[src/rtl/reg_writeback_queue.sv]
// rtl/reg_writeback_queue.sv - ordered write-back queue in front of the register bank write port
// Optional forwarding logic is built only when WBQ_FORWARD_EN is defined.
module reg_writeback_queue #(
    parameter int DEPTH  = 4,
    parameter int ADDR_W = 5,
    parameter int DATA_W = 32
) (
    input  logic                     clk,
    input  logic                     rst_n,
    input  logic                     in_valid,
    output logic                     in_ready,
    input  logic [ADDR_W-1:0]        in_reg,
    input  logic [DATA_W-1:0]        in_data,
    input  logic                     hold,
    output logic [ADDR_W-1:0]        writeReg,
    output logic [DATA_W-1:0]        writeData,
    output logic                     regWrite,
    input  logic [ADDR_W-1:0]        qReg1,
    input  logic [ADDR_W-1:0]        qReg2,
    output logic                     qHit1,
    output logic                     qHit2,
    output logic [DATA_W-1:0]        qData1,
    output logic [DATA_W-1:0]        qData2,
    output logic [$clog2(DEPTH):0]   count
);

    localparam int PTR_W = $clog2(DEPTH);
    localparam int CNT_W = PTR_W + 1;
    localparam logic [CNT_W-1:0] FULL_CNT = CNT_W'(DEPTH);

    logic [ADDR_W-1:0] reg_q  [DEPTH];
    logic [ADDR_W-1:0] reg_d  [DEPTH];
    logic [DATA_W-1:0] data_q [DEPTH];
    logic [DATA_W-1:0] data_d [DEPTH];
    logic [PTR_W-1:0]  head_q, head_d;
    logic [PTR_W-1:0]  tail_q, tail_d;
    logic [CNT_W-1:0]  count_q, count_d;

    logic accept;
    logic enq;
    logic retire;

    assign in_ready  = (count_q < FULL_CNT);
    assign regWrite  = (count_q != '0) && !hold;
    assign writeReg  = reg_q[head_q];
    assign writeData = data_q[head_q];
    assign count     = count_q;

    // Register 0 writes complete the handshake but are never stored.
    assign accept = in_valid && in_ready;
    assign enq    = accept && (in_reg != '0);
    assign retire = regWrite;

    always_comb begin
        head_d  = head_q;
        tail_d  = tail_q;
        count_d = count_q;
        reg_d   = reg_q;
        data_d  = data_q;
        if (enq) begin
            reg_d[tail_q]  = in_reg;
            data_d[tail_q] = in_data;
            tail_d         = tail_q + PTR_W'(1);
        end
        if (retire) begin
            head_d = head_q + PTR_W'(1);
        end
        case ({enq, retire})
            2'b10:   count_d = count_q + CNT_W'(1);
            2'b01:   count_d = count_q - CNT_W'(1);
            default: count_d = count_q;
        endcase
    end

    always_ff @(posedge clk) begin
        if (rst_n) begin
            head_q  <= '0;
            tail_q  <= '0;
            count_q <= '0;
            for (int i = 0; i < DEPTH; i++) begin
                reg_q[i]  <= '0;
                data_q[i] <= '0;
            end
        end else begin
            head_q  <= head_d;
            tail_q  <= tail_d;
            count_q <= count_d;
            reg_q   <= reg_d;
            data_q  <= data_d;
        end
    end

`ifdef WBQ_FORWARD_EN
    // Walk oldest to youngest so a later match overrides an earlier one.
    always_comb begin
        qHit1  = 1'b0;
        qHit2  = 1'b0;
        qData1 = '0;
        qData2 = '0;
        for (int i = 0; i < DEPTH; i++) begin
            if (CNT_W'(i) < count_q) begin
                if ((qReg1 != '0) && (reg_q[head_q + PTR_W'(i)] == qReg1)) begin
                    qHit1  = 1'b1;
                    qData1 = data_q[head_q + PTR_W'(i)];
                end
                if ((qReg2 != '0) && (reg_q[head_q + PTR_W'(i)] == qReg2)) begin
                    qHit2  = 1'b1;
                    qData2 = data_q[head_q + PTR_W'(i)];
                end
            end
        end
    end
`else
    logic unused_qreg;
    assign unused_qreg = ^{qReg1, qReg2};
    assign qHit1  = 1'b0;
    assign qHit2  = 1'b0;
    assign qData1 = '0;
    assign qData2 = '0;
`endif

endmodule

[config.mk]
export PLATFORM = sky130hd
export DESIGN_NAME = reg_writeback_queue
export DESIGN_NICKNAME = d
export VERILOG_FILES = /design/src/rtl/reg_writeback_queue.sv
export SDC_FILE = /design/constraint.sdc
export NUM_CORES = 1
export LEC_CHECK = 0
export CORE_ASPECT_RATIO = 0.9
export CORE_MARGIN = 3
export CORE_UTILIZATION = 31
export CTS_CLUSTER_DIAMETER = 200
export DETAILED_ROUTE_END_ITERATION = 12
export PLACE_DENSITY = 0.55
export REMOVE_ABC_BUFFERS = 1
export SLEW_MARGIN = 25
export SYNTH_ARGS = -nofsm -noshare
export SYNTH_HDL_FRONTEND = slang
export SYNTH_SLANG_ARGS = --single-unit
[constraint.sdc]
create_clock -name clk -period 2.3 [get_ports clk]
set_input_delay 0.345 -clock clk [delete_from_list [all_inputs] [get_ports clk]]
set_output_delay 0.345 -clock clk [all_outputs]
set_load 0.02 [all_outputs]
== After elaboration in Yosys (flattened, before gate mapping) ==
Index checks and enable logic that the tools add are counted.

* Add/subtract/negate cells: 4
* $mul: 0
* Divide/modulo/power cells: 0
* Order comparisons: 4
* Equality and inequality tests: 2
* Shift-type cells: 0
* Muxes and demuxes: 13
* Bitwise operators: 2
* Reduce and logical (&&, ||, !) cells: 8

{| class="wikitable"
|+ Operators with widths
! operator !! number
|-
| bitwise mux 128 bit || 1
|-
| two-way mux 32 bit || 3
|-
| binary-select mux 32 bit (select 2 bit) || 1
|-
| demux 32 bit (select 2 bit) || 1
|-
| bitwise mux 20 bit || 1
|-
| two-way mux 5 bit || 3
|-
| binary-select mux 5 bit (select 2 bit) || 1
|-
| demux 5 bit (select 2 bit) || 1
|-
| greater-or-equal comparator 3 bit, second input constant || 2
|-
| inverter 2 -> 3 bit || 2
|-
| one-hot mux 3 bit (2 select lines) || 1
|-
| nonzero test 5 bit || 1
|-
| adder 2 x 1 -> 2 bit, second input constant || 2
|-
| logical AND 1 bit || 4
|-
| adder 3 x 1 -> 3 bit, second input constant || 1
|-
| less-than comparator 3 x 1 -> 1 bit, second input constant || 1
|-
| less-than comparator 3 bit, second input constant || 1
|-
| nonzero test 3 bit || 1
|-
| subtractor 3 x 1 -> 3 bit, second input constant || 1
|-
| equality test 2 x 1 -> 1 bit, second input constant || 1
|-
| equality test 2 bit, second input constant || 1
|-
| nonzero test 2 bit || 1
|-
| logical NOT 1 bit || 1
|}

* Bits in registers: 155
* Latch bits: 0
* RAM bits: 0
* Bits in read-only memories: 0
* Input bits: 51
* Output and inout port bits: 108
* Word-level logic and storage cells: 44
* Memories kept: 0

== Longest topological paths before layout ==
* Depth in word-level cells: 6
* Gate-level depth with buffers: 10
* Gate-level depth less buffers: 9

== Worst setup path after synthesis ==
OpenSTA, ideal clock, no wires.

* Kind: reg-to-reg
* From: register count_q[2], in the netlist count[2]
* To: register count_q[2], in the netlist count[2]
* Library setup time: 0.070 ns
* Arrival: 2.230 ns
* Required time: 2.230 ns
* Slack: 0.000 ns
* Stages on the path, launching flop included: 9
* Path buffers: 0
* Period minus slack after synthesis: 2.300 ns
* Cells stage by stage: dfxtp_1 -> nor3_1 -> nor2_1 -> ha_1 -> inv_1 -> fa_1 -> xor2_1 -> or3_1 -> a21oi_1

* Elaborated cells on any way between the ends: 11
* Classes of those cells: add/sub: 2; order compare: 1; eq/ne: 2; mux: 1; reduce/logical: 5

{| class="wikitable"
|+ RTL lines
! element !! RTL line !! source
|-
| start, declared || 37 || <nowiki>logic [CNT_W-1:0] count_q, count_d;</nowiki>
|-
| start signal, assigned || 87 || <nowiki>count_q <= count_d;</nowiki>
|-
| nonzero test 3 bit (*) || 44 || <nowiki>assign regWrite = (count_q != '0) && !hold;</nowiki>
|-
| logical AND 1 bit (*) || 44 ||
|-
| net regWrite || 17 || <nowiki>output logic regWrite,</nowiki>
|-
| equality test 2 x 1 -> 1 bit / equality test 2 bit (equally long branches) || 68 || <nowiki>case ({enq, retire})</nowiki>
|-
| one-hot mux 3 bit (2 select lines) / nonzero test 2 bit (equally long branches) || -- ||
|}

Mark *: on every way through the listed nets, which the timed path passes. The rest lies on a longest branch.
A chain may end at the register's enable or synchronous reset.

== Final worst setup path ==
* From: register head_q[1]
* To: output writeData[1]

* Longest elaborated chain between the ends: 4

{| class="wikitable"
|+ RTL lines
! element !! RTL line !! source
|-
| start, declared || 35 || <nowiki>logic [PTR_W-1:0] head_q, head_d;</nowiki>
|-
| start signal, assigned || 77 || <nowiki>head_q <= '0;</nowiki>
|-
| start signal, assigned || 85 || <nowiki>head_q <= head_d;</nowiki>
|-
| inverter 2 -> 3 bit (implied by the code) || 46 || <nowiki>assign writeData = data_q[head_q];</nowiki>
|-
| binary-select mux 32 bit (select 2 bit) || 46 ||
|-
| two-way mux 32 bit (implied by the code) (2 in a row) || 46 ||
|-
| end, declared || 16 || <nowiki>output logic [DATA_W-1:0] writeData,</nowiki>
|}

No other way between the ends. The select of a mux whose other input is x is not followed.

==> impl_metrics.ini <==
[cts]
cts-root-buf = clkbuf_16
clk_pin_slew_worst_paths_ps = 70
cts_sinks = 155
clockBufferDepth = 2
cts_hold_buf = 0
cts_buffers = 17
clk_latency_ps = 430
cts_tree = yes
cts_htree_levels = 4

[drt]
num_vias = 4912
viasPerCell = 4.42
drc = 0
antenna_left = 0
wl_um = 16400
dr.pass1.iters = 4
drtIter0Drc = 267
avgRoutedWirePerCell_um = 14.7

[worst_hold_path]
hp-class = register to register
min_path_cells = 2
hold_end = data_q[69]
worstHoldStart = data_q[69]

[floorplanning]
rows = 52
initial_core_util_pct = 32.0
die_w_um = 168
die-area_sq_um = 25400
io_pins = 159
core_sq_um = 22800
die_h_um = 152

[power]
power.density_nw_per_um2 = 912
p_clk_share_pct = 36.1
p_sw_share_pct = 29.7
p_sw_w = 0.00248
irDropWorstVdd_mv = 0.428
leakagePower_nw = 4.14
p_comb_share_pct = 26.8
power.internal_w = 0.00585
seq_power_share_pct = 37.2

[logic_synthesis]
synth_area_sq_um = 7300
synth_cell_types = 36
yosys.area.top_type = dfxtp_1
synth_cells = 701
synth-edff-count = 0
synth_ff_type = dfxtp_1
synthTopCellsByArea = dfxtp_1 (43%), mux2i_1 (19%), mux4_2 (11%), nand2_1 (9.5%), buf_4 (7.1%)
ys_seq_area_share_pct = 42.5
synth_area_per_cell_sq_um = 10.4
synthArstFlopShare_pct = 0
yosys_warnings = 0
synth_common_cells = nand2_1 (185), dfxtp_1 (155), mux2i_1 (139), buf_4 (69), mux4_2 (37)
yosysMostFrequentCell = nand2_1
synth_seq_cells = 155
synth_top_area_share_pct = 42.5

[worst_setup_path]
critPathMaxFanout = 5
reg2reg_depth = 9
r2r-start = count[2]
end_kind = output port
start_kind = register
critPathArrivalTime_ps = 1890
critPathRequiredTime_ps = 1960
reg2reg_to = count[2]
r2r_setup_slack_ps = 280
critical_path_class = register to output port

[flow_run]
maxCapViolCount = 0

[sta]
fmax_ghz = 0.447
worst_slack_ps = 62.6
holdWs_ps = 456
finalCriticalPeriod_ps = 2240
slew_violations = 0
hold_viol_final = 0
rsz0062_at_grt = no
min_period_over_period_pct = 97.3
fin_skew_ps = 16.3
finalSetupViolCount = 0

[global_route]
grt_pass1_wl_um = 25900
grt_max_degree = 50
grt_pass1_vias = 4836
grt_usage_pct = 13.0
overflow = 0
antenna_found_initial = 0

[final_layout]
fill_cells = 2227
drive_gt1_share_pct = 16.7
stdcell_count = 1112
nets = 859
area_delta_synth_final_pct = 25.0
n_antenna_cell = 0

[place]
dpl.hpwl_um = 10900
dp_cells = 1070
gp_congestion = 0.704
io_buffers = 82
dp_slack_ps = -470

[status]
outcome = complete, no violations
flip-flops by register name, summed over array words and instances (netlist names):
register  flops
data_q      128
count         3
reg_q        20
tail_q        2
head_q        2
power by group through the flow:
stage	Clock, W	Combinational (W)	Sequential (W)
floorplan	0	0.00127	0.00320
global placement	0	0.00224	0.00317
detailed placement	0	0.00225	0.00318
CTS	0.00308	0.00225	0.00309
global route	0.00320	0.00241	0.00313
finish	0.00300	0.00223	0.00310
layout make-up:
cell class,count,area (sq um),area share (%)
Clock buffer,19,443,4.85
Clock inverter,13,189,2.07
Inverter,10,42.5,0.466
Multi-Input combinational cell,487,3650,40.0
Sequential cell,155,3110,34.1
Tap cell,297,372,4.07
Timing Repair Buffer,131,1320,14.4
per-stage QoR:
stage          utilization, %  power, W  cell area (sq um)  TNS, ps
2_1_floorplan               -   0.00448               6730  -283920
3_3_place_gp             36.9   0.00541               8430     -919
3_5_place_dp             36.9   0.00543               8430    -2110
4_1_cts                  39.8   0.00842               9080        0
5_1_grt                  40.0   0.00875               9130        0
6_report                 40.0   0.00833               9130        0
critical path, stage by stage, from the launching register on:
cell and delay [ps]:
dfxtp_4 430, buf_4 180, mux4_2 510, dlygate4sd2_1 340
metal layers:
| metal | track usage (%) | vias to the layer above | wire length (um) |
|---|---|---|---|
| li1 | - | 2451 | - |
| met1 | 17.3 | 2352 | 7950 |
| met2 | 20.6 | 95 | 7620 |
| met3 | 3.45 | 14 | 609 |
| met4 | 4.38 | 0 | 199 |
| met5 | 0 | - | 0 |
kinds of logic after synthesis:
family	Yosys count	share of synthesized area (%)
multiplexers	177	30.6
XOR/XNOR	2	0.240
other	1	0.0514
adder cells (fa/ha/maj)	6	1.13
AO/OA/AOI/OAI	26	2.35
buffers and inverters	124	11.6
flip-flops	155	42.5
AND/OR/NAND/NOR	210	11.5
timing repair:
action	CTS	global route
endpoints found under the setup margin	39	20
setup buffers	6	4
pin swaps	0	1
gates cloned	0	0
resized for setup	43	21
worst max-delay path by stage:
stage | start | end | slack [ps]
detailed placement | in_reg[0] | count[2] | -470
CTS | head_q[1] | writeData[15] | 0.1
global route | head_q[1] | writeData[8] | 0.2
floorplan | tail_q[1] | reg_q[12] | -2340
global placement | in_reg[0] | count[2] | -420
finish | head_q[1] | writeData[1] | 60
placed cells by master (no fill, tap or decap), types with 5 or more instances in the layout:
cell	synthesis	final
nand3_1	9	9
mux4_2	37	37
dlygate4sd2_1	0	23
clkdlybuf4s15_1	0	9
inv_1	9	9
buf_4	69	35
conb_1	1	66
nor2_1	6	5
dfxtp_1	155	151
nand2_1	185	185
clkbuf_16	0	17
clkdlybuf4s50_1	0	45
ha_1	5	5
buf_12	6	14
mux2i_1	139	139
o21ai_0	11	11
Note: power is estimated with default switching activity, not from simulation.
